**src/rtl/display_scheduler.sv**
```systemverilog
`default_nettype none
// ============================================================================
//  Module      : display_scheduler
//  Description : Time-slices a shared seven-segment display between four
//                requesting sources (round-robin, HOLD_CYCLES per slot) and an
//                urgent alert channel that preempts the rotation.
//  Revision    : 1.0  initial release
// ============================================================================
module display_scheduler #(
    parameter int unsigned HOLD_CYCLES = 100000000
) (
    input  logic         clock,
    input  logic         resetn,
    input  logic [3:0]   req,
    input  logic [127:0] src_data,
    input  logic         alert,
    input  logic [31:0]  alert_data,
    output logic [3:0]   grant,
    output logic [31:0]  disp_data,
    output logic [2:0]   disp_src,
    output logic         disp_valid
);

    // Counter reload value: a slot covers counts HOLD_CYCLES-1 down to 0.
    localparam logic [31:0] c_RELOAD    = 32'(HOLD_CYCLES - 1);
    localparam logic [2:0]  c_SRC_ALERT = 3'd4;
    localparam logic [2:0]  c_SRC_NONE  = 3'd7;

    typedef enum logic [1:0] {
        S_IDLE  = 2'd0,
        S_SHOW  = 2'd1,
        S_ALERT = 2'd2
    } state_t;

    state_t      r_state;
    logic [31:0] r_cnt;
    logic [1:0]  r_last_src;
    logic [31:0] r_disp_data;
    logic [2:0]  r_disp_src;
    logic        r_disp_valid;
    logic [3:0]  r_grant;

    state_t      w_state_nxt;
    logic [31:0] w_cnt_nxt;
    logic [1:0]  w_last_nxt;
    logic [31:0] w_data_nxt;
    logic [2:0]  w_src_nxt;
    logic        w_valid_nxt;
    logic [3:0]  w_grant_nxt;

    logic        w_found;
    logic [1:0]  w_win;
    logic [1:0]  w_idx;
    logic        w_go_alert;
    logic        w_go_arb;

    // Round-robin search starting just after the last granted source.
    always_comb begin
        w_found = 1'b0;
        w_win   = 2'd0;
        w_idx   = 2'd0;
        for (int k = 1; k <= 4; k++) begin
            w_idx = r_last_src + 2'(k);
            if (!w_found && req[w_idx]) begin
                w_found = 1'b1;
                w_win   = w_idx;
            end
        end
    end

    // Next-state and next-output decode; alert always beats a new grant.
    always_comb begin
        w_state_nxt = r_state;
        w_cnt_nxt   = r_cnt;
        w_last_nxt  = r_last_src;
        w_data_nxt  = r_disp_data;
        w_src_nxt   = r_disp_src;
        w_valid_nxt = r_disp_valid;
        w_grant_nxt = 4'b0000;
        w_go_alert  = 1'b0;
        w_go_arb    = 1'b0;

        case (r_state)
            S_IDLE: begin
                w_go_alert = alert;
                w_go_arb   = !alert;
            end
            S_SHOW: begin
                if (alert) begin
                    w_go_alert = 1'b1;
                end else if (r_cnt == 32'd0) begin
                    w_go_arb = 1'b1;
                end else begin
                    w_cnt_nxt = r_cnt - 32'd1;
                end
            end
            S_ALERT: begin
                // Stay for the minimum hold and for as long as alert persists.
                if (r_cnt != 32'd0 || alert) begin
                    w_data_nxt = alert_data;
                    if (r_cnt != 32'd0) begin
                        w_cnt_nxt = r_cnt - 32'd1;
                    end
                end else begin
                    w_go_arb = 1'b1;
                end
            end
            default: begin
                w_state_nxt = S_IDLE;
            end
        endcase

        if (w_go_alert) begin
            w_state_nxt = S_ALERT;
            w_cnt_nxt   = c_RELOAD;
            w_data_nxt  = alert_data;
            w_src_nxt   = c_SRC_ALERT;
            w_valid_nxt = 1'b1;
        end else if (w_go_arb) begin
            if (w_found) begin
                w_state_nxt = S_SHOW;
                w_cnt_nxt   = c_RELOAD;
                w_data_nxt  = src_data[{w_win, 5'd0} +: 32];
                w_src_nxt   = {1'b0, w_win};
                w_valid_nxt = 1'b1;
                w_grant_nxt = 4'b0001 << w_win;
                w_last_nxt  = w_win;
            end else begin
                // Display keeps its last word so it stays readable while idle.
                w_state_nxt = S_IDLE;
                w_src_nxt   = c_SRC_NONE;
                w_valid_nxt = 1'b0;
            end
        end
    end

    // State and datapath registers with synchronous active-low reset.
    always_ff @(posedge clock) begin
        if (!resetn) begin
            r_state      <= S_IDLE;
            r_cnt        <= 32'd0;
            r_last_src   <= 2'd3;
            r_disp_data  <= 32'h0;
            r_disp_src   <= c_SRC_NONE;
            r_disp_valid <= 1'b0;
            r_grant      <= 4'b0000;
        end else begin
            r_state      <= w_state_nxt;
            r_cnt        <= w_cnt_nxt;
            r_last_src   <= w_last_nxt;
            r_disp_data  <= w_data_nxt;
            r_disp_src   <= w_src_nxt;
            r_disp_valid <= w_valid_nxt;
            r_grant      <= w_grant_nxt;
        end
    end

    assign grant      = r_grant;
    assign disp_data  = r_disp_data;
    assign disp_src   = r_disp_src;
    assign disp_valid = r_disp_valid;

endmodule
`default_nettype wire
```
**config.mk**
```make
export PLATFORM = sky130hd
export DESIGN_NAME = display_scheduler
export DESIGN_NICKNAME = d
export VERILOG_FILES = /design/src/rtl/display_scheduler.sv
export SDC_FILE = /design/constraint.sdc
export NUM_CORES = 1
export LEC_CHECK = 0
export BUFFER_PORTS_ARGS = -buffer_cell sky130_fd_sc_hd__buf_2
export CORE_MARGIN = 4
export CORE_UTILIZATION = 49
export CTS_CLUSTER_SIZE = 14
export DETAILED_ROUTE_END_ITERATION = 7
export PLACE_DENSITY = 0.81
export SLEW_MARGIN = 15
export SYNTH_ARGS = -nofsm -noshare
export SYNTH_HDL_FRONTEND = slang
export SYNTH_SLANG_ARGS = --single-unit
```
**constraint.sdc**
```tcl
create_clock -name clock -period 2.7 [get_ports clock]
set_input_delay 0.54 -clock clock [delete_from_list [all_inputs] [get_ports clock]]
set_output_delay 0.54 -clock clock [all_outputs]
set_load 0.005 [all_outputs]
```
Yosys cells after proc, flatten, opt, wreduce, memory -nomap -nowiden
Index checks and enable logic that the tools add are counted.
{ "totals": {"input_bits": 167, "wordCells": 89, "output_inout_bits": 40, "reg_bits": 76} }
{ "classes": {"bitwise_logic": 4, "muxes": 45, "n_eq_ne": 4, "n_addsub": 4, "n_reduce_logical": 16, "magnitude_cmp": 4, "shift": 2} }
{ "ops": {"columns": ["op", "n"], "rows": [
  ["2-to-1 mux 32 bit", 11],
  ["variable part select 128 x 8 -> 32 bit", 1],
  ["one-hot mux 32 bit (2 select lines)", 1],
  ["zero test 32 bit", 1],
  ["nonzero test 32 bit", 1],
  ["subtractor 32 x 1 -> 32 bit, second input constant", 1],
  ["2-to-1 mux 27 bit", 1],
  ["2-to-1 mux 2 bit", 9],
  ["2-to-1 mux 1 bit", 16],
  ["< comparator 2 x 3 -> 1 bit, second input constant", 4],
  ["binary-select mux 1 bit (select 2 bit)", 4],
  ["adder 2 bit, second input constant", 2],
  ["zero test 1 bit", 4],
  ["inverter 1 bit", 4],
  ["OR reduction 4 bit", 1],
  ["<< shifter 1 x 2 -> 4 bit, first input constant", 1],
  ["logical AND 1 bit", 3],
  ["2-to-1 mux 3 bit", 1],
  ["inequality test 3 x 1 -> 1 bit, second input constant", 1],
  ["one-hot mux 1 bit (3 select lines)", 1],
  ["AND reduction 3 bit", 1],
  ["OR reduction 3 bit", 1],
  ["adder 2 x 1 -> 2 bit, second input constant", 1],
  ["equality test 2 x 1 -> 1 bit, second input constant", 1],
  ["other kinds (7)", 7]
]} }

Longest topological paths before layout
{ "depth": {"depth_word": 17, "mapped_depth": 11, "ltp_nobuf": 8} }

Least setup slack after synthesis
OpenSTA, ideal clock, no wires.
{ "synth_path": {"kind": "input-to-reg", "startpoint": "in req[1]", "endpoint": "reg r_disp_data[13] (netlist: disp_data[13])", "path_stages": 8, "arrival_ps": 2391, "t_required_ps": 2565, "setup_ps": 135, "setup_slack_ps": 174, "n_path_buf": 2, "cell_sequence": "or2_2 > a311oi_1 > clkbuf_1 > buf_2 > mux2i_1 > nand2_1 > o211ai_1 > o221ai_1"} }
{ "synth_via": {"elab_chain_len": 16} }
{ "synth_lines": {"columns": ["item", "line", "rtl"], "rows": [
  ["start: declaration", "14", "input logic [3:0] req,"],
  ["binary-select mux 1 bit (select 2 bit)", "64", "if (!w_found && req[w_idx]) begin"],
  ["2-to-1 mux 1 bit (implied by the code)", "64", null],
  ["2-to-1 mux 1 bit", "64", null],
  ["zero test 1 bit", "64", null],
  ["logical AND 1 bit", "64", null],
  ["2-to-1 mux 1 bit", "64", null],
  ["zero test 1 bit", "64", null],
  ["logical AND 1 bit", "64", null],
  ["2-to-1 mux 1 bit", "64", null],
  ["zero test 1 bit", "64", null],
  ["logical AND 1 bit", "64", null],
  ["2-to-1 mux 2 bit", "64", null],
  ["variable part select 128 x 8 -> 32 bit", "123", "w_data_nxt = src_data[{w_win, 5'd0} +: 32];"],
  ["2-to-1 mux 32 bit (*)", "120", "if (w_found) begin"],
  ["2-to-1 mux 32 bit (*)", "119", "end else if (w_go_arb) begin"],
  ["2-to-1 mux 32 bit (*)", "113", "if (w_go_alert) begin"],
  ["end signal: assignment", "151", "r_disp_data <= w_data_nxt;"],
  ["end: declaration", "38", "logic [31:0] r_disp_data;"]
]} }
Every way passes the cells marked *; elsewhere a longest branch is shown, timed or not. The select of a mux whose other input is x is not followed.
A chain may end at the register's enable or synchronous reset.

Worst setup path after layout
{ "layout_path": {"startpoint": "reg r_cnt[0]", "endpoint": "reg r_disp_data[19] (netlist: disp_data[19])"} }
{ "layout_via": {"elab_chain_len": 7} }
{ "layout_lines": {"columns": ["item", "line", "rtl"], "rows": [
  ["start: declaration", "36", "logic [31:0] r_cnt;"],
  ["start signal: assignment", "149", "r_cnt <= w_cnt_nxt;"],
  ["nonzero test 32 bit", "99", "if (r_cnt != 32'd0 || alert) begin"],
  ["logical OR 1 bit", "99", null],
  ["2-to-1 mux 32 bit", "99", null],
  ["2-to-1 mux 32 bit", "83", "case (r_state)"],
  ["2-to-1 mux 32 bit", "120", null],
  ["2-to-1 mux 32 bit (*)", "119", null],
  ["2-to-1 mux 32 bit (*)", "113", null]
]} }
Every way passes the cells marked *; elsewhere a longest branch is shown, timed or not.

==> flow_metrics.tcl <==
set metrics [dict create \
    maxCapViolations 0 \
    fin_worst_skew_ns 0.0129 \
    dieArea_sq_um 11900 \
    p_int_mw 2.43 \
    crit_type "register to register" \
    routed_wl_mm 18.8 \
    synth_flop_cell "dfxtp_1" \
    place_congestion 0.923 \
    cts_root_buffer "clkbuf_8" \
    async_reset_ff_share_pct 0 \
    area_growth_pct 34.3 \
    max_slew_margin_pct 44.8 \
    syn_nets 802 \
    die_x_microns 109 \
    layout_common_cells "buf_2 (206), nand2_1 (81), dfxtp_1 (74), mux2_2 (42), nor2_1 (41)" \
    yosys_warnings 0 \
    leakage_nw 3.02 \
    synth_area_leader_cell "dfxtp_1" \
    max-clock-path-buffers 2 \
    min_period_ns 2.57 \
    clock_latency_ns 0.36 \
    cts.clk_slew.worst_paths_ns 0.08 \
    fmax_mhz 389 \
    p_switching_mw 1.42 \
    setup_ws_ns 0.133 \
    synth.area.top_cells "dfxtp_1 (30%), mux2_2 (9.4%), mux2i_1 (6.6%)" \
    crit_chain "inv_2, ha_1, or4b_4, nor4_4, buf_4, a41o_1, buf_4, mux2_2, nand2_1, a31oi_1" \
    slew_viol_final 0 \
    synth_cells 628 \
    core-area_sq_um 9860 \
    via_per_inst 6.10 \
    grt_pass1_vias 5863 \
    antenna_found_initial 2 \
    crit_path_max_incr_delay_ns 0.46 \
    tightestPinTransition_ns 0.824 \
    comb_power_share_pct 40.9 \
    cts_inserted_buffers 9 \
    grt_max_degree 48 \
    htree_levels 3 \
    final_layout_size_suffix_gt1_share_pct 39.0 \
    track_usage_pct 30.4 \
    crit_family "simple AND/OR/NAND/NOR gates" \
    hpwl_mm 13.9 \
    seq_area_frac_synth_pct 30.3 \
    power_density_nw_per_um2 571 \
    drt_iter0_drc 459 \
    wl_per_cell_microns 19.1 \
    antenna_left 0 \
    numPortBuffers 206 \
    crit_required_ns 2.90 \
    gr-total-overflow 0 \
    std_cell_rows 36 \
    synth_edf_count 0 \
    highest_layer "met5" \
    hold_path_class "primary input to register" \
    start_util_pct 50.8 \
    wl_met3_mm 1.95 \
    end_kind "register" \
    drcViolationCount 0 \
    r2r_slack_ns 0.13 \
    synth.cell_area_sq_um 5020 \
    setup_viol 0 \
    ys_types 53 \
    start_kind "register" \
    synth_top_area_share_pct 30.3 \
    vias 6020 \
    pre_cts_slack_ns 0.153 \
    status "finished clean" \
    timing.hold.ws_ns 0.476 \
    cp_common_cell "buf_4" \
    path_buf_inv 3 \
    nets 1023 \
    met1_length_mm 7.00 \
    first_pass_iters 7 \
    switching_share_pct 36.9 \
    io_pins 207 \
    period_share_pct 95.1 \
    slowest_stage "or4b_4" \
    avgSynthCellArea_sq_um 7.99 \
    die-height_microns 109 \
    cp.arrival_ns 2.77 \
    hold_viol 0 \
    layout_commonest_cell "buf_2" \
    met2WireLength_mm 9.32 \
    grt_pass1_wl_mm 28.6 \
    cts_tree "done" \
    clock_sinks 76 \
    p_seq_share_pct 36.3 \
    path_max_fanout 12 \
    power_frac_clock_pct 22.7 \
    ir_drop_v 0.000336 \
    ys_ff_latch 76 \
]
## synth_stat cells, drive strengths merged, types with 7 or more instances
library cell and instances:
o221ai 22, mux2 42, dfxtp 76, buf 17, clkbuf 26, a31oi 30
ha 7, o211ai 34, inv 34, nor3 14, nand3 7, nor4 9
mux2i 33, o21ai 33, or2 7, nor2 41, a21oi 39, or3 10
nand2 81
## cells by family (layout without fill, tap and decap cells)
| logic type | Yosys count | in the layout | synth area share (%) |
|---|---|---|---|
| and+or+nand+nor | 198 | 198 | 19.4 |
| AOI/OAI and AO/OA | 194 | 194 | 26.1 |
| buffers and inverters | 78 | 303 | 6.39 |
| DFF | 76 | 76 | 30.3 |
| muxes | 75 | 75 | 16.0 |
| adders and majority gates | 7 | 7 | 1.75 |
| other | 0 | 1 | 0 |
## worst paths after layout
path | from | end | cells after the start
max reg2reg | r_cnt[0] | disp_data[19] | 10
min reg2reg | disp_valid | disp_valid | 2
max | r_cnt[0] | disp_data[19] | 10
min | alert_data[18] | disp_data[18] | 3
## cell type report
class	instances	area (sq um)
multi-input cells	474	3210
fillers	807	3130
flip-flops and latches	76	1530
repair buffers	253	1510
well taps	133	166
clock buffers	11	141
inverters	35	131
clock inverters	4	50.0
diodes	1	2.50
## power by group through the flow
stage	registers [mW]	logic, mW	clock network, mW
2_1_floorplan	1.39	0.909	0
3_3_place_gp	1.40	1.44	0
3_5_place_dp	1.41	1.49	0
4_1_cts	1.39	1.49	0.887
5_1_grt	1.41	1.71	0.939
6_report	1.40	1.57	0.875
## through the flow
step / setup TNS [ns] / instance area [sq um] / utilization (%) / instances / power (mW)
3_3_place_gp: 0 / 6390 / 64.8 / 960 / 2.85
6_report: 0 / 6740 / 68.3 / 987 / 3.85
5_1_grt: -0.0706 / 6730 / 68.3 / 986 / 4.06
4_1_cts: 0 / 6580 / 66.7 / 975 / 3.76
3_5_place_dp: 0 / 6390 / 64.8 / 960 / 2.89
2_1_floorplan: 0 / 5020 / - / 628 / 2.30
## per-layer routing
metal	vias to the layer above	GRT usage (%)
met1	2807	37.2
met3	62	10.0
li1	2784	-
met4	4	11.3
met5	-	0
met2	363	49.6
## repair_timing
item	4_1_cts	5_1_grt
resized for setup	0	11
setup endpoints to repair	0	37
buffers inserted	0	10
hold buffers	0	0
## worst min-delay path, cell delays in order
cell      delay (ns)
buf_2           0.08
nand2_1         0.04
o221ai_1        0.14
## sequential cells by signal, indices dropped and copies added, names as in the netlist
signal	count
disp_data	32
disp_src	3
disp_valid	1
grant	4
r_cnt	32
r_last_src	2
r_state	2
Note: power is estimated with default switching activity, not from simulation.
